[src/rtl/fp_minmax_reduce_pkg.sv]
// rtl/fp_minmax_reduce_pkg.sv - shared state encoding and default widths for fp_minmax_reduce
package fp_minmax_reduce_pkg;

    localparam int DEF_BITS  = 16;
    localparam int DEF_CNT_W = 16;

    typedef enum logic [1:0] {
        IDLE  = 2'd0,
        ACCUM = 2'd1,
        DONE  = 2'd2
    } state_t;

endpackage

[src/rtl/flpcomp.sv]
// rtl/flpcomp.sv - combinational sign-magnitude maximum of two floating-point words
module flpcomp #(
    parameter int Bits = 16
) (
    input  logic [Bits-1:0] a,
    input  logic [Bits-1:0] b,
    output logic [Bits-1:0] y
);

    logic            sign_a;
    logic            sign_b;
    logic [Bits-2:0] mag_a;
    logic [Bits-2:0] mag_b;

    assign sign_a = a[Bits-1];
    assign sign_b = b[Bits-1];
    assign mag_a  = a[Bits-2:0];
    assign mag_b  = b[Bits-2:0];

    // Positive beats negative; among positives the bigger magnitude wins (tie keeps a);
    // among negatives the smaller magnitude wins (tie keeps b). NaN/Inf are plain bit patterns here.
    always_comb begin
        y = a;
        if (sign_a != sign_b) begin
            y = sign_a ? b : a;
        end else if (!sign_a) begin
            y = (mag_b > mag_a) ? b : a;
        end else begin
            y = (mag_a < mag_b) ? a : b;
        end
    end

endmodule

[src/rtl/fp_minmax_reduce.sv]
// rtl/fp_minmax_reduce.sv - streaming min/max/count reduction over floating-point elements
module fp_minmax_reduce
    import fp_minmax_reduce_pkg::*;
#(
    parameter int Bits  = DEF_BITS,
    parameter int CNT_W = DEF_CNT_W
) (
    input  logic             clk,
    input  logic             rst_n,
    input  logic             in_valid,
    output logic             in_ready,
    input  logic [Bits-1:0]  in_data,
    input  logic             in_last,
    output logic             out_valid,
    input  logic             out_ready,
    output logic [Bits-1:0]  out_max,
    output logic [Bits-1:0]  out_min,
    output logic [CNT_W-1:0] out_count
);

    localparam logic [CNT_W-1:0] CNT_MAX = {CNT_W{1'b1}};
    localparam logic [CNT_W-1:0] CNT_ONE = {{(CNT_W-1){1'b0}}, 1'b1};

    state_t           state;
    logic [Bits-1:0]  max_q;
    logic [Bits-1:0]  min_q;
    logic [CNT_W-1:0] count_q;
    logic             in_ready_q;
    logic             out_valid_q;

    logic             accept;
    logic             consume;
    logic [Bits-1:0]  max_nx;
    logic [Bits-1:0]  min_a_flip;
    logic [Bits-1:0]  min_b_flip;
    logic [Bits-1:0]  min_y_flip;
    logic [Bits-1:0]  min_nx;
    logic [CNT_W-1:0] count_inc;

    assign accept  = in_valid && in_ready_q;
    assign consume = out_valid_q && out_ready;

    // Maximum of running value and new element.
    flpcomp #(.Bits(Bits)) u_max (
        .a (max_q),
        .b (in_data),
        .y (max_nx)
    );

    // Minimum is the maximum of the sign-flipped operands, flipped back.
    assign min_a_flip = {~min_q[Bits-1],   min_q[Bits-2:0]};
    assign min_b_flip = {~in_data[Bits-1], in_data[Bits-2:0]};
    assign min_nx     = {~min_y_flip[Bits-1], min_y_flip[Bits-2:0]};

    flpcomp #(.Bits(Bits)) u_min (
        .a (min_a_flip),
        .b (min_b_flip),
        .y (min_y_flip)
    );

    assign count_inc = (count_q == CNT_MAX) ? count_q : count_q + CNT_ONE;

    // FSM with running registers; handshake flags are registered alongside the state.
    always_ff @(posedge clk or negedge rst_n) begin
        if (!rst_n) begin
            state       <= IDLE;
            max_q       <= '0;
            min_q       <= '0;
            count_q     <= '0;
            in_ready_q  <= 1'b0;
            out_valid_q <= 1'b0;
        end else begin
            case (state)
                IDLE: begin
                    in_ready_q  <= 1'b1;
                    out_valid_q <= 1'b0;
                    if (accept) begin
                        max_q   <= in_data;
                        min_q   <= in_data;
                        count_q <= CNT_ONE;
                        if (in_last) begin
                            state       <= DONE;
                            in_ready_q  <= 1'b0;
                            out_valid_q <= 1'b1;
                        end else begin
                            state <= ACCUM;
                        end
                    end
                end
                ACCUM: begin
                    in_ready_q  <= 1'b1;
                    out_valid_q <= 1'b0;
                    if (accept) begin
                        max_q   <= max_nx;
                        min_q   <= min_nx;
                        count_q <= count_inc;
                        if (in_last) begin
                            state       <= DONE;
                            in_ready_q  <= 1'b0;
                            out_valid_q <= 1'b1;
                        end
                    end
                end
                DONE: begin
                    // Result registers stay as-is after consumption; the next stream overwrites them.
                    if (consume) begin
                        state       <= IDLE;
                        in_ready_q  <= 1'b1;
                        out_valid_q <= 1'b0;
                    end
                end
                default: begin
                    state       <= IDLE;
                    in_ready_q  <= 1'b1;
                    out_valid_q <= 1'b0;
                end
            endcase
        end
    end

    assign in_ready  = in_ready_q;
    assign out_valid = out_valid_q;
    assign out_max   = max_q;
    assign out_min   = min_q;
    assign out_count = count_q;

endmodule
[config.mk]
export PLATFORM = sky130hd
export DESIGN_NAME = fp_minmax_reduce
export DESIGN_NICKNAME = d
export VERILOG_FILES = /design/src/rtl/fp_minmax_reduce_pkg.sv /design/src/rtl/flpcomp.sv /design/src/rtl/fp_minmax_reduce.sv
export SDC_FILE = /design/constraint.sdc
export NUM_CORES = 1
export LEC_CHECK = 0
export CORE_MARGIN = 2
export CORE_UTILIZATION = 52
export CTS_CLUSTER_DIAMETER = 60
export DETAILED_ROUTE_END_ITERATION = 16
export PLACE_DENSITY = 0.81
export SLEW_MARGIN = 5
export SYNTH_ARGS = -nofsm -noshare
export SYNTH_HDL_FRONTEND = slang
export SYNTH_SLANG_ARGS = --single-unit
[constraint.sdc]
create_clock -name clk -period 2.79 [get_ports clk]
set_clock_uncertainty 0.15 [all_clocks]
set_input_delay 0.279 -clock clk [delete_from_list [all_inputs] [get_ports clk]]
set_output_delay 0.279 -clock clk [all_outputs]
set_load 0.1 [all_outputs]
==> flow_summary.ini, run 1 <==
[setup_path]
r2r_cells = 9
criticalPathCategory = in -> reg
slowest_delay_ns = 0.50
cp.required_ns = 2.84
end_kind = flip-flop
slowest_stage = clkdlybuf4s50_1
arrival_ns = 2.72
crit_path_cell_trace = clkdlybuf4s50_1 > ha_1 > nand2_1 > or3_1 > and2_4 > a311o_1 > and3_1 > buf_4 > a31o_1
start_kind = input port
crit-reg2reg-capture = out_min[13]$_DFFE_PN0P_
r2r_start = out_min[13]$_DFFE_PN0P_
crit_start = in_data[10]
path_max_fanout = 10
r2r_setup_slack_ns = 0.13

[die]
start_util = 0.5345
core_sq_um = 6314
rows = 29
die_y_um = 84.56
ios = 71
die_x_um = 84.56
die_area_sq_um = 7150

[sta]
fin_tns_setup_ns = 0
setup_violations = 0
worst_pin_slew_ns = 0.6792
timing.final.crit_share = 0.9576
hold_violations = 0
holdWs_ns = 0.2147
fmax_mhz = 374.3
finalWorstPathRequiredPeriod_ns = 2.672
slew_headroom = 0.5472
slew_violations = 0

[synthesis]
netlist_area_sq_um = 3374
ys.flop_type = dfrtp_1
synthTopCellsByArea = dfrtp_1 39%, ha_1 12%, inv_1 4.2%
synth.top_cell.area_share = 0.3856
synth_commonest_cells = 52 x dfrtp_1, 38 x inv_1, 33 x ha_1, 25 x nand2_1, 24 x nor2_1
syn-num-nets = 423
yosysSeqAreaShare = 0.3856
synth_most_common_cell = dfrtp_1
synth.avg_cell_area_sq_um = 9.145
synth.ff_latch_count = 52
yosysWarnings = 0
synth_cell_types = 51
synth_top_area_cell = dfrtp_1
ys_async_sr_fraction = 1.000
synth_cells = 369
synth_edf_count = 0

[routing]
drt_iter0_drc = 207
drt_pass1_iterations = 5
vias = 3145
drt.antenna.violating_nets = 0
vias_per_cell = 5.824
finalWirelength_um = 8992
wl_per_cell_um = 16.65
drc_errors = 0

[clock_network]
insertion_delay_ns = 0.31
clock-sinks = 52
cts_buffer_depth = 2
clk_pin_slew_ns = 0.10
numCtsBuffers = 5
cts_tree = yes
cts-root-buf = clkbuf_8
h-tree-depth = 2

[global_routing]
grt-ovfl-total = 0
grt_pass1_vias = 3141
grt_pass1_wl_um = 14980
antenna_found_initial = 0
grt_max_degree = 53
grtUsageTotal = 0.2561

[layout]
fin_area_sq_um = 4466
n_antenna_cell = 0
drive_above_1_share = 0.3197
nNetsFinal = 516
final_cells = 540
syn_to_final_growth_pct = 32.33

[placement]
hpwl_um = 6697
placed_cell_area_sq_um = 4309
port_buffers = 70
gp_congestion = 0.9177
place_inst = 529

[min_path]
min_delay_path_depth = 3
hold_path.class = in -> reg
hold_end = out_min[11]$_DFFE_PN0P_
min_from = in_data[11]

[status]
status = finished clean

[job]
drv_cap = 0
-- placed cells by master (no fill, tap or decap), types with 2 or more instances in the layout --
master	count
nor2_1	24
nor3_1	9
mux2i_1	14
ha_1	29
inv_4	2
dfrtp_4	11
dlymetal6s2s_1	4
dfrtp_2	26
buf_6	2
o21ai_0	14
or3_1	5
a21o_1	6
nor4_1	2
clkdlybuf4s50_1	15
a21oi_1	19
nand2b_1	2
clkbuf_1	2
and4_1	2
xor2_1	3
o21ai_1	3
nand3b_1	3
nand3_1	23
clkbuf_8	6
a2111oi_0	3
a31oi_1	14
o31ai_1	5
nor3_2	3
and3_1	7
xnor2_1	4
inv_2	4
nand2_1	25
dfrtp_1	15
a31o_1	14
inv_1	32
ha_4	4
nand4_1	5
buf_4	77
-- sequential cells by signal, indices dropped and copies added, names as in the netlist --
| name | flops |
|---|---|
| out_max | 16 |
| in_ready | 1 |
| out_count | 16 |
| out_min | 16 |
| out_valid | 1 |
| state | 2 |
-- metal layers --
layer / vias up / track usage / wire length (um)
met1: 1509 / 0.3329 / 3843
li1: 1521 / - / -
met3: 14 / 0.04031 / 518
met4: 0 / 0.07359 / 150
met2: 101 / 0.4424 / 4480
met5: - / 0 / 0
-- through the flow --
| stage | worst slack (ns) | util |
|---|---|---|
| after floorplan | 0.001386 | - |
| after global placement | -0.2310 | 0.6825 |
| after detailed placement | -0.3026 | 0.6825 |
| after CTS | 0.02257 | 0.6984 |
| after global routing | -0.004906 | 0.7073 |
| final | 0.1182 | 0.7073 |
-- final cells by class --
class	instances	area [sq um]
multi-input cells	265	1941
fillers	486	1848
flip-flops and latches	52	1375
repair buffers	100	815.8
inverters	38	147.6
well taps	77	96.34
clock buffers	8	90.09
-- kinds of logic after synthesis --
group | synth area share
xor+xnor | 0.01817
flops | 0.3856
fa+ha+maj | 0.1224
mux | 0.04597
buf+inv | 0.06674
compound gates | 0.1809
simple gates | 0.1802
-- how the worst max path moves through the flow --
stage	endpoint	slack (ns)	cells after the start
after global routing	out_min[0]$_DFFE_PN0P_	-0.005	8
after CTS	out_min[12]$_DFFE_PN0P_	0.02	9
after detailed placement	out_min[12]$_DFFE_PN0P_	-0.30	9
after floorplan	out_max[1]$_DFFE_PN0P_	0.001	10
after global placement	out_min[9]$_DFFE_PN0P_	-0.23	9
final	out_max[11]$_DFFE_PN0P_	0.12	9
-- worst max-delay path: cells and delay by family --
family	cells	cell delay (ns)
simple gates	4	0.81
buf+inv	2	0.70
compound gates	2	0.59
fa+ha+maj	1	0.34
-- what timing repair did --
| item | 4_1_cts | 5_1_grt |
|---|---|---|
| hold endpoints to repair | 52 | 0 |
| hold buffers | 1 | 0 |
| buffers inserted | 0 | 2 |
| gates resized for setup | 0 | 11 |
| endpoints found under the setup margin | 0 | 29 |
Power of run 1 is left out: the tool's default activity adds up to more than one toggle a clock period on the data nets, which glitch-free logic cannot reach.
==> run 2: changes to the inputs <==
--- a/config.mk
+++ b/config.mk
@@ -14,3 +14,4 @@
 export SYNTH_ARGS = -nofsm -noshare
 export SYNTH_HDL_FRONTEND = slang
 export SYNTH_SLANG_ARGS = --single-unit
+export TNS_END_PERCENT = 30
==> run 2 against run 1 <==
- count of clock-buffer cells in the layout down 1
- critical path depth is the same
- wire length up 0.85%
- register-to-register slack lost 0.07 ns
- global-route usage is 0.63 points higher
- first-iteration DRC count increased by 12%
- core utilization up 0.71 points
- sequential share of layout area decreased by 0.31 points
- final cell count up 0.74%
- maximum frequency fell by 3.5%
- hold slack got worse by 0.029 ns
- flip-flop and latch count did not move
- critical endpoint is now out_min[0]$_DFFE_PN0P_
==> flow_summary.ini, run 2 (synthesis gave the netlist of run 1 again) <==
[status]
status = finished clean

[min_path]
min_delay_path_depth = 3
hold_path.class = in -> reg

[routing]
wl_per_cell_um = 16.67
wl_met3_um = 561
drt_pass1_iterations = 5
drt-met1-wl_um = 4015
met2_length_um = 4332
drc_errors = 0
highest_layer = met4
vias_per_cell = 5.847
drt_iter0_drc = 232
drt.antenna.violating_nets = 0
vias = 3181
finalWirelength_um = 9068

[clock_network]
clk_pin_slew_ns = 0.10
numCtsBuffers = 5
cts-root-buf = clkbuf_8
cts_buffer_depth = 2
cts_tree = yes
post_cts_buffers = 0
insertion_delay_ns = 0.32
h-tree-depth = 2
clock-sinks = 52

[sta]
slew_headroom = 0.5535
holdWs_ns = 0.1858
hold_violations = 0
timing.final.crit_share = 0.9919
finalWorstPathRequiredPeriod_ns = 2.768
setup_violations = 0
worst_pin_slew_ns = 0.6697
rsz0062_at_grt = yes
slew_violations = 0
fmax_mhz = 361.3

[die]
core_sq_um = 6314
die_y_um = 84.56
start_util = 0.5345
rows = 29
die_area_sq_um = 7150
die_x_um = 84.56
ios = 71

[setup_path]
crit_path_cell_trace = clkdlybuf4s50_1 > ha_1 > nand4_1 > nor3_2 > o21ai_1 > and4_1 > or3_1 > buf_4 > o31ai_2
cp.required_ns = 2.87
criticalPathCategory = in -> reg
slowest_stage = clkdlybuf4s50_1
cp.depth = 9
crit_family = simple AND/OR/NAND/NOR gates
start_kind = input port
r2r_cells = 9
end_kind = flip-flop
arrival_ns = 2.84
path_max_fanout = 7
path_buf_inv = 2
slowest_delay_ns = 0.50

[global_routing]
grt_pass1_wl_um = 15180
grtUsageTotal = 0.2625
antenna_found_initial = 0
grt-ovfl-total = 0
grt_max_degree = 28
grt_pass1_vias = 3172

[placement]
hpwl_um = 6824
port_buffers = 70
place_inst = 535
gp_congestion = 0.8821
placed_cell_area_sq_um = 4357

[layout]
final_cells = 544
mostFrequentLayoutCells = 81 x buf_4, 32 x inv_1, 29 x ha_1
fin_area_sq_um = 4511
nNetsFinal = 520
syn_to_final_growth_pct = 33.67
drive_above_1_share = 0.3298
final_common_cell = buf_4
n_antenna_cell = 0

[job]
drv_cap = 0
[run 2: layout make-up]
type                       count  area [sq um]
sequential                    52          1375
inverter                      38         147.6
clock buffer                   7         86.33
tap                           77         96.34
timing repair buffer         104         852.1
multi-input combinational    265          1946
fill                         499          1803
clock inverter                 1         7.507
[run 2: path summary, 6_finish.rpt]
kind	to	startpoint	slack [ns]
worst max-delay path	out_min[0]$_DFFE_PN0P_	in_data[13]	0.02
worst min-delay path	out_min[12]$_DFFE_PN0P_	in_data[12]	0.19
worst max register to register	out_min[0]$_DFFE_PN0P_	out_min[13]$_DFFE_PN0P_	0.06
worst min register to register	out_count[0]$_DFFE_PN0P_	out_count[0]$_DFFE_PN0P_	0.37
max in group asynchronous	out_min[10]$_DFFE_PN0P_	rst_n	1.52
min in group asynchronous	out_min[5]$_DFFE_PN0P_	rst_n	0.38
[run 2: worst reg2reg max path, stage by stage (launching register included)]
cell	delay (ns)
dfrtp_4	0.42
inv_1	0.06
ha_1	0.32
nand4_1	0.26
nor3_2	0.22
o21ai_1	0.17
and4_1	0.25
or3_1	0.39
buf_4	0.20
o31ai_2	0.22
[run 2: per-layer routing]
layer	up-vias	GRT usage
li1	1527	-
met1	1531	0.3713
met2	106	0.4102
met3	17	0.05408
met4	0	0.07648
met5	-	0
[run 2: per-stage QoR]
stage                 util    TNS, ns  setup WS [ns]
finish              0.7144          0        0.02248
global route        0.7144   -0.07015       -0.06679
CTS                 0.7081  -0.008761      -0.008761
detailed placement  0.6901     -8.391        -0.3698
global placement    0.6901     -6.807        -0.3135
floorplan                -    -0.2286       -0.02287
[run 2: timing repair]
| action | CTS | global route |
|---|---|---|
| pin swaps | 0 | 5 |
| cloned | 0 | 0 |
| setup endpoints to repair | 10 | 23 |
| endpoints found under the hold margin | 26 | 0 |
| hold buffers | 1 | 0 |
| resized for setup | 2 | 10 |
Power of run 2 is left out for the same reason.
